## config.mk

```make
export PLATFORM = sky130hd
export DESIGN_NAME = song_sequencer
export DESIGN_NICKNAME = d
export VERILOG_FILES = /design/src/rtl/song_sequencer.sv
export SDC_FILE = /design/constraint.sdc
export NUM_CORES = 1
export LEC_CHECK = 0
export BUFFER_PORTS_ARGS = -buffer_cell sky130_fd_sc_hd__buf_2
export CORE_ASPECT_RATIO = 1.4
export CORE_MARGIN = 4
export CORE_UTILIZATION = 50
export DETAILED_ROUTE_END_ITERATION = 7
export HOLD_SLACK_MARGIN = 0.03
export PLACE_DENSITY = 0.8
export SYNTH_ARGS = -nofsm -noshare
export SYNTH_HDL_FRONTEND = slang
export SYNTH_SLANG_ARGS = --single-unit
```

## constraint.sdc

```tcl
create_clock -name clk -period 2.95 [get_ports clk]
set_input_delay 0.295 -clock clk [delete_from_list [all_inputs] [get_ports clk]]
set_output_delay 0.295 -clock clk [all_outputs]
set_load 0.03 [all_outputs]
```

## src/rtl/song_sequencer.sv

```systemverilog
// song_sequencer: walks a song held in an external synchronous note ROM.
// It presents one note/duration pair per entry with a one-cycle load strobe,
// then waits for the player's done pulse before fetching the next entry.
// Pause, song changes, end markers and the last slot are handled here.
module song_sequencer #(
  parameter int IDX_BITS  = 5,
  parameter int SONG_BITS = 2
) (
  input  logic                          clk,
  input  logic                          reset,
  input  logic                          play_enable,
  input  logic [SONG_BITS-1:0]          song,
  input  logic                          note_done,
  output logic [SONG_BITS+IDX_BITS-1:0] rom_addr,
  input  logic [11:0]                   rom_data,
  output logic [5:0]                    note_to_load,
  output logic [5:0]                    duration_to_load,
  output logic                          load_new_note,
  output logic                          song_done,
  output logic [IDX_BITS-1:0]           note_index
);

  typedef enum logic [2:0] {
    IDLE    = 3'd0,
    FETCH   = 3'd1,
    DECODE  = 3'd2,
    PLAYING = 3'd3,
    DONE    = 3'd4
  } state_t;

  localparam logic [IDX_BITS-1:0] LAST_IDX = '1;

  state_t                state, state_n;
  logic [SONG_BITS-1:0]  song_q, song_n;
  logic [IDX_BITS-1:0]   idx_q, idx_n;
  logic [5:0]            note_n, dur_n;
  logic                  load_n, done_n;
  logic [5:0]            rom_note, rom_dur;
  logic                  song_changed;

  assign rom_note     = rom_data[11:6];
  assign rom_dur      = rom_data[5:0];
  assign song_changed = (song != song_q);

  // The ROM address comes straight from the registered song and index.
  assign rom_addr   = {song_q, idx_q};
  assign note_index = idx_q;

  // Register state, song/index and the output note/strobes.
  always_ff @(posedge clk) begin
    if (reset) begin
      state            <= IDLE;
      song_q           <= '0;
      idx_q            <= '0;
      note_to_load     <= '0;
      duration_to_load <= '0;
      load_new_note    <= 1'b0;
      song_done        <= 1'b0;
    end else begin
      state            <= state_n;
      song_q           <= song_n;
      idx_q            <= idx_n;
      note_to_load     <= note_n;
      duration_to_load <= dur_n;
      load_new_note    <= load_n;
      song_done        <= done_n;
    end
  end

  // Next-state and next-output decode; a song change outranks every other event
  // once playback has started, and strobes default low every cycle.
  always_comb begin
    state_n = state;
    song_n  = song_q;
    idx_n   = idx_q;
    note_n  = note_to_load;
    dur_n   = duration_to_load;
    load_n  = 1'b0;
    done_n  = 1'b0;

    if (state == IDLE) begin
      if (play_enable) begin
        song_n  = song;
        idx_n   = '0;
        state_n = FETCH;
      end
    end else if (song_changed) begin
      // Restart at slot 0 of the new song; the old note keeps sounding.
      song_n  = song;
      idx_n   = '0;
      state_n = FETCH;
    end else begin
      case (state)
        FETCH: begin
          if (play_enable) state_n = DECODE;
        end
        DECODE: begin
          if (!play_enable) begin
            // Re-read the ROM after the pause rather than trusting stale data.
            state_n = FETCH;
          end else if (rom_dur == 6'd0) begin
            done_n  = 1'b1;
            state_n = DONE;
          end else begin
            note_n  = rom_note;
            dur_n   = rom_dur;
            load_n  = 1'b1;
            state_n = PLAYING;
          end
        end
        PLAYING: begin
          if (note_done) begin
            if (idx_q == LAST_IDX) begin
              done_n  = 1'b1;
              idx_n   = '0;
              state_n = DONE;
            end else begin
              idx_n   = idx_q + IDX_BITS'(1);
              state_n = FETCH;
            end
          end
        end
        DONE: begin
          if (!play_enable) begin
            idx_n   = '0;
            state_n = IDLE;
          end
        end
        default: state_n = IDLE;
      endcase
    end
  end

endmodule

```

==> impl_results.md <==
* Critical Path AT at 2.18 ns
* GP Congestion at 0.803
* Fin crit period at 1.93 ns
* Xor and xnor fraction of the mapped netlist area at 2.59%
* Final #Nets at 202
* Commonest non-fill, non-tap cell in the layout: buf_2
* Routed len/inst at 14.0 um
* Fraction of layout cells with a size suffix above 1 at 29.8%
* Cell leakage power at 0.618 nW
* Pin count of the biggest net entering global routing at 23
* Final setup TNS at 0 ns
* Clock Tree Root: clkbuf_4
* Critical Path RT at 3.21 ns
* Simple-gate share of the synthesized area at 25.4%
* Crit end category: flip-flop
* Synth top area share at 38.2%
* Max-slew violations at 0
* Fin util at 61.6%
* Synth Area per Inst at 8.50 um2
* Port buffer count at 43
* DP HPWL at 2.22 mm
* Startpoint Class: flip-flop
* Routed WL at 3.01 mm
* Syn_nets at 168
* Die Y at 67.3 um
* Main combinational cell family by area after synthesis: simple AND/OR/NAND/NOR gates
* Vias in the first global route at 1,181
* Bufs on Longest Clock Path at 2
* Ports at 44
* Status: completed
* FP Rows at 21
* Synth area leader: dfxtp_1
* All-layer global routing usage at 19.0%
* Die area at 0.00339 mm2
* Drc violations at 0
* Initial core utilization at 52.6%
* P&R area growth vs syn at 17.2%
* Mapped Area at 0.00126 mm2
* Fin crit share at 65.3%
* Post-synth EDFFs at 0
* Post-Synth Adder-Cell Area at 1.99%
* Post-synthesis compound-gate area fraction at 21.0%
* Most frequent cells in the layout: 43 x buf_2, 24 x dfxtp_1, 19 x nand3_1, 16 x a21oi_1, 13 x o21ai_0
* Vias per cell at 5.66
* Post-synthesis register bit count at 24
* Ys Warns at 0
* Total CTS buffers at 3
* CTS tree: yes
* Sink Count at 24
* Final hold violation count at 0
* Worst-Skew Late Latency at 0.33 ns
* Initial drt markers at 49
* Max Cap Viol at 0
* H-tree depth at 1
* Final Setup Violations at 0
* Diodes inserted at 0
* Antenna-violating nets left at 0
* Die X at 50.4 um
* Synth cell types at 39
* Post-synthesis mux area share at 1.59%
* Post-CTS Resized at 0
* RSZ-0062 raised after global routing: no
* Clock-pin slew on the worst setup and hold paths at 0.13 ns
* FMAX at 0.519 GHz
* Core ar. at 0.00239 mm2
* CP max FO at 6
* First-pass GRT wire length at 5.04 mm
* Setup repair bufs after CTS at 0
* Cts hold-fix bufs at 0
* Post-synthesis sequential area ratio at 38.2%
* Slew headroom at 43.5%
* Asr flop ratio synth at 0%
* Reg2Reg Setup Slack at 1.02 ns
* PwrDens at 454 mW/mm2
* Critical path class: flip-flop to flip-flop
* Peak supply drop at 396 uV
* Synth top area cells: dfxtp_1 38%, nand3_1 7.6%, a21oi_1 6.4%
* Fin Clk Skew at 0.00392 ns
* Top_reg_cell synth: dfxtp_1
* Cell count after synthesis at 148
* Grt total ovfl at 0
* Initial antenna violation count at 0
* Hold Path Class: primary input to flip-flop
* Worst-margin pin slew at 0.847 ns
* Drt first pass iters at 5
* Vias after detailed routing at 1,216
[worst max-delay path: stages (launching register included)]
cell	delay, ns
dfxtp_1	0.38
ha_1	0.25
and3_1	0.19
ha_1	0.25
nor4_1	0.45
a22oi_1	0.15
o31ai_2	0.19
[kinds of logic after synthesis]
logic type,count (synthesis)
AOI/OAI and AO/OA,44
xor gates and xnor gates,2
adders and majority gates,2
buffers and inverters,20
DFF,24
muxes,2
and+or+nand+nor,54
[flip-flops by register name, indices dropped and copies added, names as in the netlist]
signal and cells:
duration_to_load 6, load_new_note 1, note_index 5, note_to_load 6, song_done 1, song_q 2
state 3
[per-layer routing]
metal  vias up  share of wire, %  track usage, %
li1        601                 -               -
met1       562                41            21.5
met2        48                50            34.6
met3         5               7.8            3.97
met4         0               1.2            7.41
met5         -                 0               0
[final cells by class]
class,count,area [um2]
multi-input combinational,104,661
fill,217,917
clock buffer,3,22.5
tap,34,42.5
timing repair buffer,43,215
inverter,6,22.5
sequential,24,480
clock inverter,1,30.0
[power by group]
group          switching (mW)  internal [mW]
combinational          0.0607         0.0322
sequential            0.00896          0.328
clock                   0.102          0.138
total                   0.171          0.498
[metrics by stage]
stage / total power [mW] / hold WS (ns) / instance area [um2] / cells / setup slack [ns]
after detailed placement: 0.435 / 0.468 / 1420 / 211 / 1.05
after CTS: 0.671 / 0.210 / 1470 / 215 / 1.02
final: 0.670 / 0.203 / 1470 / 215 / 1.02
after global placement: 0.433 / 0.462 / 1420 / 211 / 1.12
after global routing: 0.699 / 0.203 / 1470 / 215 / 0.787
after floorplan: 0.412 / 0.439 / 1260 / 148 / 1.16
[synth_stat cells (2+ instances only)]
master and n:
nor3_1 3, nand4_1 2, o21ai_0 13, a22oi_1 2
dfxtp_1 24, o31ai_2 2, nor4_4 2, clkbuf_1 2
and3_1 3, ha_1 2, nand4b_1 2, nor4_1 3
o21ai_1 2, mux2i_1 2, clkbuf_2 2, nor2_1 7
nand2_1 6, or3_1 2, nand3_1 19, xor2_2 2
a21oi_1 16, inv_1 6, buf_4 8
[worst paths after layout]
kind,from,end,cells after the start
max,note_index[0]$_SDFFE_PP0P_,note_index[2]$_SDFFE_PP0P_,6
max reg2reg,note_index[0]$_SDFFE_PP0P_,note_index[2]$_SDFFE_PP0P_,6
min,rom_data[9],note_to_load[3]$_SDFFE_PP0P_,3
min reg2reg,note_to_load[1]$_SDFFE_PP0P_,note_to_load[1]$_SDFFE_PP0P_,2
Power figures use the tool's default switching activity.
